**src/rtl/wb_arbiter_pkg.sv**
```systemverilog
// Shared widths and constants for the write-back arbiter slice.
package wb_arbiter_pkg;
    localparam int WB_DATA_W = 32;
    localparam int WB_ADDR_W = 5;
    localparam int WB_DEPTH  = 2;

    localparam logic                 WRITE_ENABLE = 1'b1;
    localparam logic [WB_ADDR_W-1:0] REG_ZERO     = '0;
    localparam logic [WB_DATA_W-1:0] ZERO_WORD    = '0;

    typedef logic [WB_DATA_W-1:0] reg_t;
    typedef logic [WB_ADDR_W-1:0] reg_addr_t;
endpackage

```
**src/rtl/wb_queue.sv**
```systemverilog
// Long-latency result queue: in-order storage with per-entry live bits,
// kill-by-address and youngest-match forwarding.
module wb_queue
    import wb_arbiter_pkg::*;
#(
    parameter int DEPTH  = WB_DEPTH,
    parameter int DATA_W = WB_DATA_W,
    parameter int ADDR_W = WB_ADDR_W,
    localparam int PTR_W = $clog2(DEPTH)
) (
    input  logic              clk,
    input  logic              rst,
    input  logic              enq,
    input  logic [ADDR_W-1:0] enq_addr,
    input  logic [DATA_W-1:0] enq_data,
    input  logic              pop,
    input  logic              kill,
    input  logic [ADDR_W-1:0] kill_addr,
    output logic              head_live,
    output logic [ADDR_W-1:0] head_addr,
    output logic [DATA_W-1:0] head_data,
    output logic              empty,
    output logic              full,
    output logic [PTR_W:0]    count,
    input  logic [ADDR_W-1:0] fwd_raddr,
    output logic              fwd_hit,
    output logic [DATA_W-1:0] fwd_data
);
    logic [DEPTH-1:0]             live;
    logic [DEPTH-1:0][ADDR_W-1:0] addr_q;
    logic [DEPTH-1:0][DATA_W-1:0] data_q;
    logic [PTR_W-1:0]             head, tail;
    logic                         enq_live;

    // The pipe write is program-order younger than anything arriving alongside it.
    assign enq_live  = !(kill && kill_addr == enq_addr);
    assign head_live = live[head];
    assign head_addr = addr_q[head];
    assign head_data = data_q[head];
    assign empty     = (count == '0);
    assign full      = (count == (PTR_W+1)'(DEPTH));

    always_ff @(posedge clk) begin
        if (rst) begin
            live  <= '0;
            head  <= '0;
            tail  <= '0;
            count <= '0;
        end else begin
            for (int i = 0; i < DEPTH; i++)
                if (kill && addr_q[i] == kill_addr) live[i] <= 1'b0;
            // Slots outside the occupied window stay non-live so forwarding needs no range test.
            if (pop) begin
                live[head] <= 1'b0;
                head       <= head + 1'b1;
            end
            if (enq) begin
                live[tail] <= enq_live;
                tail       <= tail + 1'b1;
            end
            count <= count + (PTR_W+1)'(enq) - (PTR_W+1)'(pop);
        end
    end

    always_ff @(posedge clk) begin
        if (enq) begin
            addr_q[tail] <= enq_addr;
            data_q[tail] <= enq_data;
        end
    end

    // Walk oldest to youngest so the last match is the youngest.
    always_comb begin
        logic [PTR_W-1:0] idx;
        fwd_hit  = 1'b0;
        fwd_data = '0;
        idx      = '0;
        for (int i = 0; i < DEPTH; i++) begin
            idx = head + PTR_W'(i);
            if (live[idx] && addr_q[idx] == fwd_raddr && fwd_raddr != '0) begin
                fwd_hit  = 1'b1;
                fwd_data = data_q[idx];
            end
        end
    end
endmodule

```
**src/rtl/wb_arbiter.sv**
```systemverilog
// Write-back arbiter: MEM/WB results take priority, long-latency results
// drain from the queue, all through one registered regfile write stage.
module wb_arbiter
    import wb_arbiter_pkg::*;
#(
    parameter int DEPTH  = WB_DEPTH,
    parameter int DATA_W = WB_DATA_W,
    parameter int ADDR_W = WB_ADDR_W
) (
    input  logic                     clk,
    input  logic                     rst,
    input  logic                     pipe_we,
    input  logic [ADDR_W-1:0]        pipe_waddr,
    input  logic [DATA_W-1:0]        pipe_wdata,
    input  logic                     lu_valid,
    output logic                     lu_ready,
    input  logic [ADDR_W-1:0]        lu_waddr,
    input  logic [DATA_W-1:0]        lu_wdata,
    output logic                     we,
    output logic [ADDR_W-1:0]        waddr,
    output logic [DATA_W-1:0]        wdata,
    input  logic [ADDR_W-1:0]        fwd_raddr,
    output logic                     fwd_hit,
    output logic [DATA_W-1:0]        fwd_data,
    output logic [$clog2(DEPTH):0]   q_count
);
    logic              pipe_win, enq, pop;
    logic              head_live, empty, full;
    logic [ADDR_W-1:0] head_addr;
    logic [DATA_W-1:0] head_data;

    assign pipe_win = pipe_we && pipe_waddr != ADDR_W'(REG_ZERO);
    assign lu_ready = !rst && !full;
    // Results to r0 are accepted but dropped.
    assign enq      = lu_valid && lu_ready && lu_waddr != ADDR_W'(REG_ZERO);
    // Dead heads are always discarded; a live head only leaves when it issues.
    assign pop      = !empty && (!head_live || !pipe_win);

    wb_queue #(.DEPTH(DEPTH), .DATA_W(DATA_W), .ADDR_W(ADDR_W)) u_queue (
        .clk       (clk),
        .rst       (rst),
        .enq       (enq),
        .enq_addr  (lu_waddr),
        .enq_data  (lu_wdata),
        .pop       (pop),
        .kill      (pipe_win),
        .kill_addr (pipe_waddr),
        .head_live (head_live),
        .head_addr (head_addr),
        .head_data (head_data),
        .empty     (empty),
        .full      (full),
        .count     (q_count),
        .fwd_raddr (fwd_raddr),
        .fwd_hit   (fwd_hit),
        .fwd_data  (fwd_data)
    );

    always_ff @(posedge clk) begin
        if (rst) begin
            we    <= 1'b0;
            waddr <= ADDR_W'(REG_ZERO);
            wdata <= DATA_W'(ZERO_WORD);
        end else if (pipe_win) begin
            we    <= WRITE_ENABLE;
            waddr <= pipe_waddr;
            wdata <= pipe_wdata;
        end else if (head_live) begin
            we    <= WRITE_ENABLE;
            waddr <= head_addr;
            wdata <= head_data;
        end else begin
            we    <= 1'b0;
        end
    end
endmodule

```
**config.mk**
```make
export PLATFORM = sky130hd
export DESIGN_NAME = wb_arbiter
export DESIGN_NICKNAME = d
export VERILOG_FILES = /design/src/rtl/wb_arbiter_pkg.sv /design/src/rtl/wb_queue.sv /design/src/rtl/wb_arbiter.sv
export SDC_FILE = /design/constraint.sdc
export NUM_CORES = 1
export LEC_CHECK = 0
export CAP_MARGIN = 20
export CORE_ASPECT_RATIO = 1.4
export CORE_MARGIN = 10
export CORE_UTILIZATION = 51
export CTS_CLUSTER_DIAMETER = 30
export DETAILED_ROUTE_END_ITERATION = 10
export PLACE_DENSITY = 0.84
export SLEW_MARGIN = 20
export SYNTH_ARGS = -nofsm -noshare
export SYNTH_HDL_FRONTEND = slang
export SYNTH_HIERARCHICAL = 1
export SYNTH_SLANG_ARGS = --single-unit
```
**constraint.sdc**
```tcl
create_clock -name clk -period 4.8 [get_ports clk]
set_input_delay 0.96 -clock clk [delete_from_list [all_inputs] [get_ports clk]]
set_output_delay 0.96 -clock clk [all_outputs]
set_load 0.01 [all_outputs]
```
After elaboration in Yosys (flattened, before gate mapping)
Index checks and enable logic that the tools add are counted.
{ "word_totals": {"out_inout_bits": 74, "wordCells": 94, "regBits": 118, "in_bits": 83} }
{ "classes": {"order_cmp": 5, "bitwise": 2, "add_sub_neg": 4, "mux": 40, "eq_ne": 6, "n_reduce_logical": 26} }
{ "op_table": {"columns": ["cell", "count"], "rows": [
  ["32-bit two-way mux", 9],
  ["64-bit bitwise mux", 1],
  ["5-bit two-way mux", 7],
  ["32-bit demux with 1-bit select", 1],
  ["5-bit equality test", 5],
  ["5-bit nonzero test", 3],
  ["1-bit logical AND", 14],
  ["1-bit two-way mux", 14],
  ["10-bit bitwise mux", 1],
  ["1-bit zero test", 6],
  ["1-bit by 2-bit less-than comparator with 1-bit output (second input constant)", 3],
  ["2-bit two-way mux", 3],
  ["5-bit demux with 1-bit select", 1],
  ["1-bit adder (second input constant)", 2],
  ["2-bit by 1-bit adder with 2-bit output", 1],
  ["2-bit AND", 1],
  ["2-bit bitwise mux", 1],
  ["1-bit demux with 1-bit select", 2],
  ["2-bit equality test (second input constant)", 1],
  ["1-bit greater-or-equal comparator (second input constant)", 2],
  ["2-bit zero test", 1],
  ["2-bit NOT", 1],
  ["2-bit nonzero test", 1],
  ["2-bit by 1-bit subtractor with 2-bit output", 1],
  ["1-bit logical OR", 1]
]} }

Depth between registers and ports, before layout
Gate-level depths: netlist of run 1.
{ "depth": {"word_depth": 10, "mapped_depth": 13, "depth_no_buf": 10} }

Hierarchy
The synthesis of run 1 kept the hierarchy.
{ "by_module_without_submodules": {"columns": ["module", "area_per_inst_um2", "cells_per_inst", "seq_area_each_um2", "instances"], "rows": [
  ["wb_queue", 4798.4, 406, 2342.2, 1],
  ["wb_arbiter", 1870.5, 184, 760.7, 1]
]} }

Least setup slack after synthesis of run 1
No wires, ideal clock.
{ "synth_timing": {"kind": "input -> register", "start": "in rst", "end": "reg u_queue/addr_q[0] in the netlist's numbering, enable pin", "stages": 5, "setup_slack_ps": 852, "arrival_ps": 3509, "t_required_ps": 4361, "path_buffers": 1, "cell_sequence": "clkbuf_1 > nor2_1 > nand2_1 > a21oi_1 > nor2b_1"} }
{ "synth_via": {"elab_chain_len": 4} }
{ "synth_rtl": {"columns": ["element", "line", "source"], "rows": [
  ["from (decl)", "wb_arbiter.sv:11", "input logic rst,"],
  ["1-bit zero test", "wb_arbiter.sv:33", "assign lu_ready = !rst && !full;"],
  ["1-bit logical AND", "wb_arbiter.sv:33", null],
  ["named net lu_ready", "wb_arbiter.sv:16", "output logic lu_ready,"],
  ["1-bit logical AND (2 in series)", "wb_arbiter.sv:35", "assign enq = lu_valid && lu_ready && lu_waddr != ADDR_W'(REG_ZERO);"],
  ["named net enq", "wb_arbiter.sv:27", "logic pipe_win, enq, pop;"],
  ["to (signal, indexed assignment)", "wb_queue.sv:67", "addr_q[tail] <= enq_addr;"],
  ["to (decl)", "wb_queue.sv:30", "logic [DEPTH-1:0][ADDR_W-1:0] addr_q;"]
]} }
The timed path passes the listed nets, and every way through them passes these cells.
A chain may end at the register's enable or synchronous reset.

Worst setup path in the final report of run 1
{ "layout_timing": {"start": "in fwd_raddr[0]", "end": "out fwd_data[5]"} }
{ "layout_via": {"elab_chain_len": 5, "elab_cells_between_ends": 9, "cone_classes": "eq/ne (2); mux (2); reduce/logical (5)"} }
{ "layout_rtl": {"columns": ["element", "line", "source"], "rows": [
  ["from (decl)", "wb_arbiter.sv:22", "input logic [ADDR_W-1:0] fwd_raddr,"],
  ["5-bit equality test", "wb_queue.sv:80", "if (live[idx] && addr_q[idx] == fwd_raddr && fwd_raddr != '0) begin"],
  ["1-bit logical AND (2 in series)", "wb_queue.sv:80", null],
  ["32-bit two-way mux", "wb_queue.sv:80", null],
  ["32-bit two-way mux (*)", "wb_queue.sv:80", null],
  ["to (decl)", "wb_arbiter.sv:24", "output logic [DATA_W-1:0] fwd_data,"]
]} }
Mark *: on every way between the ends. The rest lies on a longest branch, timed or not.

==> results of run 1 <==
## flip-flops by register name, indices dropped and copies added (netlist names)
signal / flops
u_queue/data_q: 64
wdata: 32
u_queue/addr_q: 10
waddr: 5
u_queue/count: 2
u_queue/live: 2
u_queue/head: 1
u_queue/tail: 1
we: 1
## area by class of cell
cell class | count | share of cell area (%)
clock inverter | 11 | 1.74
clock buffer | 21 | 5.05
multi-input combinational | 387 | 35.7
tap | 153 | 2.14
timing repair buffer | 177 | 20.2
inverter | 9 | 0.379
sequential | 118 | 34.8
## synthesized netlist by cell type (5+ instances only)
cell type / number / area (um^2)
dfxtp_1: 44 / 881
a21oi_1: 5 / 25.0
a22oi_1: 30 / 225
nand2_1: 6 / 22.5
mux2i_1: 41 / 410
a211oi_1: 64 / 480
edfxtp_1: 74 / 2220
xor2_1: 23 / 201
a31oi_1: 62 / 388
buf_4: 6 / 45.0
buf_2: 25 / 125
clkbuf_1: 37 / 139
mux2_2: 35 / 394
inv_1: 7 / 26.3
o2111ai_1: 64 / 561
nand3_1: 9 / 45.0
nor2_1: 7 / 26.3
xnor2_1: 7 / 61.3
## per-stage QoR
step                std cells  instance area, um^2  power, mW  hold WS (ns)  utilization (%)
detailed placement        844                 8320       2.87         0.551             64.9
finish                    876                 8920       4.20         0.561             69.7
floorplan                 590                 6670       2.20         0.498                -
CTS                       876                 8920       4.19         0.565             69.7
global route              876                 8920       4.37         0.581             69.7
global placement          844                 8320       2.81         0.536             64.9
## path summary, 6_finish.rpt
path / to / cells after the start / startpoint
max: fwd_data[5] / 8 / fwd_raddr[0]
min: wdata[26] / 2 / wdata[26]
max reg2reg: u_queue/count[1] / 10 / u_queue/head
min reg2reg: wdata[26] / 2 / wdata[26]
## per-layer routing
layer,vias to the layer above,track usage [%]
li1,2691,-
met1,2955,27.5
met2,386,41.4
met3,64,6.47
met4,0,10.7
met5,-,0
## cells in the final DEF (no fill, tap or decap), types with 3 or more instances in the layout
cell,instances
a211oi_1,64
a21oi_1,5
a22oi_1,30
a31oi_1,62
and3_2,3
buf_12,7
buf_4,14
bufinv_16,4
clkbuf_1,3
clkbuf_16,17
clkdlybuf4s50_1,155
clkinv_1,3
clkinv_2,4
dfxtp_1,43
edfxtp_1,74
inv_1,7
mux2_2,35
mux2i_1,41
nand2_1,6
nand3_1,7
nor2_1,7
nor4_1,3
o2111ai_1,64
o31ai_2,4
xnor2_1,7
xor2_1,23
## cells by family (layout without fill, tap and decap cells)
family	Yosys count	count (layout)	share of synthesized area [%]
xor+xnor	30	30	3.94
flops	118	118	46.5
simple gates	36	36	3.13
mux	79	79	12.7
compound gates	240	240	27.3
buf+inv	85	218	6.04
fa+ha+maj	2	2	0.375
## worst max-delay path: cells and delay by family
kind	cells	cell delay, ns
buf+inv	3	1.46
compound gates	3	0.72
simple gates	1	0.29
xor+xnor	1	0.22
## where the power goes
group	switching (mW)	total [mW]	internal, mW	leakage (nW)
combinational	0.841	1.62	0.778	1.49
sequential	0.0928	1.27	1.18	1.04
clock	0.439	1.31	0.874	0.296
total	1.37	4.20	2.83	2.83
==> summary.md, run 1 <==
| Metric | Value |
|---|---|
| Outcome | finished, final reports clean |
| Leakage | 2.83 nW |
| Postcts setup bufs | 0 |
| Multi-input gate area | 3190 um^2 |
| Clock sinks | approximately 120 |
| Routed Wire Length | about 22 mm |
| Crit path DAT | 3.66 ns |
| Synth Instances | 590 |
| RSZ-0062 raised after global routing | false |
| Pwr/cell area | approximately 470 nW/um^2 |
| First-pass GRT wire length | 34.6 mm |
| Final Cycle Share | 96.4% |
| Grt ovf | 0 |
| Setup Skew | between 0.01 and 0.015 ns |
| Met2 wire length | 11.5 mm |
| Maximum vdd ir drop | 0.000424 V |
| Root Driver | clkbuf_16 |
| Required @ worst endpoint | 3.84 ns |
| Register area | 3110 um^2 |
| Count of cell types in the netlist | 40 |
| Flop2flop setup slack | 1.26 ns |
| Total negative slack | 0 ns |
| Crit Path Max Fanout | 30 |
| Mean post-synth cell area | 11.3 um^2 |
| Antenna violations before repair | 0 |
| Async SR Flop Fraction | 0% |
| Seq cells post-synth | 118 |
| Max cap viols | 0 |
| Worst-Margin Slew | between 1 and 1.5 ns |
| Hpwl dp | 14.3 mm |
| Share of layout cells above drive strength 1 | between 10 and 15% |
| Die footprint | 18,100 um^2 |
| Clk_lat worst skew | 0.42 ns |
| Final min period | 4.62 ns |
| Resize count post-CTS | 0 |
| EDFF count, synth | 74 |
| Max Clock Freq | 216 MHz |
| Post-Syn Area | 6670 um^2 |
| Pin count of the biggest net entering global routing | 66 |
| CP endpoint kind | primary output |
| Starting DRT DRC Count | 517 |
| CTS Buffer Depth | 2 |
| Max Used Layer | met4 |
| DRT Pass-1 Iters | 5 |
| Hold buffer count at CTS | 0 |
| Drt wl/cell | 25.5 um |
| FP Rows | 49 |
| Area grow syn2layout | 33.8% |
| Slew Limit Fails | 0 |
| Routed wl met3 | 1.88 mm |
| Hold violation count in the final report | 0 |
| Via count | ~6k |
| Setup ws final | ~0.18 ns |
| Die W | 117 um |
| Setup WS pre-CTS | between 0.2 and 0.3 ns |
| Die Ht | 155 um |
| Critical Path Max Stage Delay | roughly 0.59 ns |
| Vias per cell | 6.96 |
| CP max-delay cell | clkdlybuf4s50_1 |
| # fillers | 901 |
| Max_slew headroom | 22.3% |
| Final net count | 795 |
| Crit-path cells | clkdlybuf4s50_1 > xor2_1 > o32ai_2 > and3_2 > buf_4 > a31oi_1 > a22oi_1 > clkdlybuf4s50_1 |
| Final setup viols | 0 |
| # DRC | 0 |
| Most used cell, CP | clkdlybuf4s50_1 |
| Synth Flop Type | edfxtp_1 |
| Number of I/O pins | around 160 |
| Total Routing Usage GR | about 24% |
| Detail Route Antenna Nets | 0 |
| Diodes inserted | 0 |
| Class of the most critical setup path | in -> out |
| Register area share after synthesis | 46.5% |
| Initial Util | 52.0% |
| Max H-tree Level | 4 |
| Core area | 12,800 um^2 |
| Clk slew on worst S/H paths | 0.05 ns |
| Vias in the first global route | just over 6k |
| CP startpoint kind | input pin |
| DRT met1 WL | 8.20 mm |
| Hold Crit Class | reg -> reg |
| CTS tree | done |
| Syn Nets | 675 |
| Routability cong. | 0.836 |
| Port buffer count | 156 |
| Number of CTS-inserted buffers | 17 |
| Yosys warns | 6 |
Power figures use the tool's default switching activity.
==> inputs of run 2 (changes only) <==
--- a/config.mk
+++ b/config.mk
@@ -6,11 +6,12 @@
 export NUM_CORES = 1
 export LEC_CHECK = 0
+export ABC_CLOCK_PERIOD_IN_PS = 3800
 export CAP_MARGIN = 20
 export CORE_ASPECT_RATIO = 1.4
 export CORE_MARGIN = 10
-export CORE_UTILIZATION = 51
+export CORE_UTILIZATION = 46
 export CTS_CLUSTER_DIAMETER = 30
 export DETAILED_ROUTE_END_ITERATION = 10
-export PLACE_DENSITY = 0.84
+export PLACE_DENSITY = 0.81
 export SLEW_MARGIN = 20
 export SYNTH_ARGS = -nofsm -noshare
==> constraint.sdc (replaced) <==
create_clock -name clk -period 3.8 [get_ports clk]
set_input_delay 0.38 -clock clk [delete_from_list [all_inputs] [get_ports clk]]
set_output_delay 0.38 -clock clk [all_outputs]
set_load 0.01 [all_outputs]
==> summary.md, run 2 (same netlist as run 1, synthesis figures left out) <==
| Metric | Value |
|---|---|
| Pin count of the biggest net entering global routing | 56 |
| CTS tree | done |
| Port buffer count | 156 |
| CP startpoint kind | register |
| Die footprint | 19,800 um^2 |
| Clk_lat worst skew | between 0.4 and 0.5 ns |
| Util after Layout | 62.2% |
| Die W | between 100 and 150 um |
| Sw Ratio | 33.0% |
| # fillers | 1,140 |
| Crit-path cells | mux2_2 > xor2_1 > nor4_4 > buf_6 > o2111ai_1 > a32oi_1 > clkdlybuf4s50_1 |
| Initial Util | 46.6% |
| Share of layout cells above drive strength 1 | between 10% and 20% |
| FP Rows | 52 |
| Comb power frac | 39.1% |
| Number of CTS-inserted buffers | 17 |
| Biggest register | u_queue/data_q |
| Die Ht | 162 um |
| Final setup viols | 0 |
| CTS Buffer Depth | 2 |
| Hpwl dp | 14.6 mm |
| Total power | 5.21 mW |
| Vias in the first global route | 6,202 |
| Setup Skew | 0.00904 ns |
| Commonest non-fill, non-tap cell in the layout | clkdlybuf4s50_1 |
| Clock sinks | 118 |
| Hold violation count in the final report | 0 |
| Core area | roughly 14,000 um^2 |
| Worst-Margin Slew | 1.02 ns |
| Crit path DAT | between 3 and 4 ns |
| Total negative slack | 0 ns |
| Worst path bufs/invs | 2 |
| Total Routing Usage GR | between 20% and 30% |
| Antenna violations before repair | 1 |
| RSZ-0062 raised after global routing | false |
| # DRC | 0 |
| Area grow syn2layout | 33.6% |
| Root Driver | clkbuf_16 |
| Pwr/cell area | 585 nW/um^2 |
| Max H-tree Level | 4 |
| Maximum vdd ir drop | 0.000304 V |
| Switching power | 1.72 mW |
| Register area | ~3100 um^2 |
| Detail Route Antenna Nets | 0 |
| Clk slew on worst S/H paths | 0.05 ns |
| CP max-delay cell | clkdlybuf4s50_1 |
| Routability cong. | roughly 0.79 |
| Final net count | approximately 800 |
| Grt ovf | 0 |
| Outcome | finished, final reports clean |
| Slew Limit Fails | 0 |
| Clock power share | 30.5% |
| Crit Path Max Fanout | 31 |
| Final Cycle Share | 94.5% |
| First-pass GRT wire length | 34.2 mm |
| Final min period | 3.59 ns |
| Top Registers | u_queue/data_q: 64 flops, wdata: 32 flops, u_queue/addr_q: 10 flops |
| Required @ worst endpoint | 3.42 ns |
| Multi-input gate area | 3190 um^2 |
| Max cap viols | 0 |
| Sequential Power Share | 30.4% |
| Leakage | 2.81 nW |
| Max FFs per register | 64 |
| Vias per cell | 6.51 |
| Max Clock Freq | 278 MHz |
| Starting DRT DRC Count | 472 |
| Most frequent cells in the layout | clkdlybuf4s50_1 (155), edfxtp_1 (74), a211oi_1 (64), o2111ai_1 (64), a31oi_1 (62) |
| Routed Wire Length | 22.1 mm |
| CP endpoint kind | primary output |
| Max_slew headroom | 32.1% |
| Via count | 5,946 |
| Hold Crit Class | in -> reg |
| Class of the most critical setup path | reg -> out |
| Critical Path Max Stage Delay | 0.60 ns |
| Crit path max-delay family | buffers and inverters |
| Drt wl/cell | between 20 and 25 um |
| Number of I/O pins | approximately 160 |
| Pint | between 3 and 4 mW |
| DRT Pass-1 Iters | 5 |
==> run 2: final cells by class <==
cell class,instances,area share [%]
clock inverters,10,1.46
well taps,189,2.65
multi-input cells,387,35.8
repair buffers,178,19.7
inverters,9,0.379
flip-flops and latches,118,34.9
diodes,1,0.0281
clock buffers,22,5.10
==> run 2: power by group through the flow <==
| stage | Combinational (mW) | Clock (mW) | Sequential [mW] |
|---|---|---|---|
| 3_3_place_gp | 1.94 | 0 | 1.61 |
| 5_1_grt | 2.17 | 1.66 | 1.60 |
| 3_5_place_dp | 1.99 | 0 | 1.62 |
| 2_1_floorplan | 1.20 | 0 | 1.58 |
| 6_report | 2.04 | 1.59 | 1.58 |
| 4_1_cts | 2.00 | 1.61 | 1.60 |
==> run 2: timing repair <==
item	in CTS	in global routing
hold buffers	0	0
gates resized for setup	0	2
setup endpoints to repair	0	16
setup buffers	0	1
hold endpoints to repair	0	0
==> run 2: worst paths after layout <==
| check | start | to | slack, ns | depth (start not counted) |
|---|---|---|---|---|
| setup reg to reg | u_queue/head | u_queue/count[1] | 1.15 | 9 |
| setup / recovery | u_queue/head | fwd_data[13] | 0.21 | 7 |
| hold / removal | lu_wdata[11] | u_queue/data_q[43] | 0.56 | 1 |
| hold reg to reg | wdata[27] | wdata[27] | 0.56 | 2 |
==> run 2: metrics by stage <==
step / worst slack [ns] / cells / area, um^2 / hold slack (ns)
2_1_floorplan: 0.432 / 590 / 6670 / 0.449
3_3_place_gp: 0.434 / 880 / 8300 / 0.541
3_5_place_dp: 0.411 / 880 / 8300 / 0.548
5_1_grt: 0.0821 / 914 / 8910 / 0.554
6_report: 0.208 / 914 / 8910 / 0.558
4_1_cts: 0.0288 / 912 / 8890 / 0.537
==> run 2: per-layer routing <==
layer  up-vias  part of all wire, %  track usage [%]
li1       2683                    -                -
met5         -                    0                0
met4         0                  3.1             8.86
met2       301                   52             37.9
met1      2912                   38             25.0
met3        50                  7.6             4.96
==> inputs of run 3 (changes only) <==
CORE_MARGIN = unset   (was 10)
==> summary.md, run 3 (same netlist as run 1, synthesis figures left out) <==
| Metric | Value |
|---|---|
| Pint | 3.53 mW |
| Final min period | about 3.7 ns |
| Initial Util | 47.5% |
| # fillers | 1,096 |
| Clock sinks | 118 |
| Layout Cells excl Fill | 904 |
| Total Routing Usage GR | 26.3% |
| Postcts setup bufs | 0 |
| Pwr/cell area | 585 nW/um^2 |
| Crit path max-delay family | buffers and inverters |
| Placed cell count | 872 |
| Area grow syn2layout | 34.1% |
| Required @ worst endpoint | 3.42 ns |
| Worst path bufs/invs | 2 |
| Max H-tree Level | 4 |
| Slew Limit Fails | 0 |
| Drt wl/cell | 22.1 um |
| Most frequent cells in the layout | clkdlybuf4s50_1 (155), edfxtp_1 (74), a211oi_1 (64), o2111ai_1 (64), a31oi_1 (62) |
| DRT met1 WL | 7.58 mm |
| Max_slew headroom | about a third |
| Met2 wire length | 10.5 mm |
| Total negative slack | 0 ns |
| Commonest non-fill, non-tap cell in the layout | clkdlybuf4s50_1 |
| CP max-delay cell | dfxtp_4 |
| Crit Path Max Fanout | 65 |
| Core area | ~14,000 um^2 |
| Biggest register | u_queue/data_q |
| Die Ht | around 140 um |
| Outcome | finished, final reports clean |
| Hold path cells | 1 |
| Total power | 5.23 mW |
| Detail Route Antenna Nets | 0 |
| Max FFs per register | between 60 and 70 |
| Crit path DAT | 3.32 ns |
| Root Driver | clkbuf_16 |
| R2R depth | 9 |
| Starting DRT DRC Count | 410 |
| Sequential Power Share | 30.8% |
| Setup ws final | approximately 0.10 ns |
| Crit-path cells | mux2_2 > xor2_1 > nor4_4 > buf_12 > o2111ai_1 > a22oi_1 > clkdlybuf4s50_1 |
| Number of CTS-inserted buffers | 17 |
| Worst-Margin Slew | between 1 and 1.5 ns |
| Final net count | 791 |
| Hold Path Sink | u_queue/data_q[57] |
| CP startpoint kind | register |
| Routability cong. | ~0.81 |
| CTS tree | done |
| Critical Path Max Stage Delay | 0.61 ns |
| Clk slew on worst S/H paths | 0.06 ns |
| Critical Path Start | u_queue/head |
| Clk_lat worst skew | 0.41 ns |
| Routed Wire Length | 20.0 mm |
| Diodes inserted | 0 |
| Max cap viols | 0 |
| Class of the most critical setup path | reg -> out |
| Comb power frac | 37.9% |
| Maximum vdd ir drop | between 0.0004 and 0.0005 V |
| WHS | 0.556 ns |
| Antenna violations before repair | 0 |
| Hpwl dp | ~13 mm |
| Flop2flop setup slack | 0.94 ns |
| FF-to-FF End | u_queue/count[1] |
| Sw Ratio | ~33% |
| Hold buffer count at CTS | 0 |
| R2R Path Start | u_queue/head |
| Clock power share | 31.3% |
| Number of I/O pins | 157 |
| Vias in the first global route | 6,025 |
| CTS Buffer Depth | 2 |
| Routed wl met3 | 1.28 mm |
| Via count | roughly 5.9k |
| Leakage | 2.82 nW |
| Grt ovf | 0 |
| Resize count post-CTS | 0 |
| Die footprint | 15,000 um^2 |
| Port buffer count | 156 |
| Hold path start | lu_wdata[25] |
| Hold Crit Class | in -> reg |
| FP Rows | 51 |
| Util after Layout | ~64% |
| Final setup viols | 0 |
| Setup Skew | 0.0104 ns |
| Final Cycle Share | 97.3% |
| Hold violation count in the final report | 0 |
| Pin count of the biggest net entering global routing | 66 |
| Top Registers | u_queue/data_q: 64 flops, wdata: 32 flops, u_queue/addr_q: 10 flops |
| Switching power | around 1.7 mW |
| Max Used Layer | met4 |
| Vias per cell | 6.51 |
| First-pass GRT wire length | 30.7 mm |
| # DRC | 0 |
| Setup WS pre-CTS | roughly 0.48 ns |
| Finished Cell Area | 8940 um^2 |
| RSZ-0062 raised after global routing | false |
| Post-DP Area | 8320 um^2 |
| DRT Pass-1 Iters | 7 |
| CP endpoint kind | primary output |
| Die W | 104 um |
| Share of layout cells above drive strength 1 | 14.0% |
| Max Clock Freq | 271 MHz |
## run 3: cell type report
cell class,count,area [um^2],area share [%]
Multi-Input combinational cell,387,3190,35.6
Sequential cell,118,3110,34.7
Timing Repair Buffer,173,1760,19.7
Clock buffer,28,602,6.73
Tap cell,185,231,2.59
Inverter,9,33.8,0.378
Clock inverter,4,23.8,0.266
## run 3: worst max path at each step
| stage | end | slack [ns] | cells past startpoint |
|---|---|---|---|
| 2_1_floorplan | u_queue/addr_q[0] | 0.43 | 5 |
| 3_3_place_gp | fwd_data[3] | 0.54 | 8 |
| 3_5_place_dp | fwd_data[3] | 0.48 | 8 |
| 4_1_cts | fwd_data[3] | 0.15 | 7 |
| 5_1_grt | fwd_data[12] | 0.004 | 7 |
| 6_report | fwd_data[3] | 0.10 | 7 |
## run 3: routing by layer
metal  global-route usage, %  vias to the layer above
met4                    13.4                        0
li1                        -                     2676
met5                       0                        -
met2                    48.4                      326
met3                    4.42                       52
met1                    29.4                     2829
## run 3: power groups by stage
| stage | sequential [mW] | clock, mW | combinational, mW |
|---|---|---|---|
| 4_1_cts | 1.60 | 1.65 | 1.97 |
| 5_1_grt | 1.62 | 1.72 | 2.10 |
| 6_report | 1.61 | 1.64 | 1.98 |
| 2_1_floorplan | 1.58 | 0 | 1.20 |
| 3_5_place_dp | 1.63 | 0 | 1.95 |
| 3_3_place_gp | 1.62 | 0 | 1.90 |
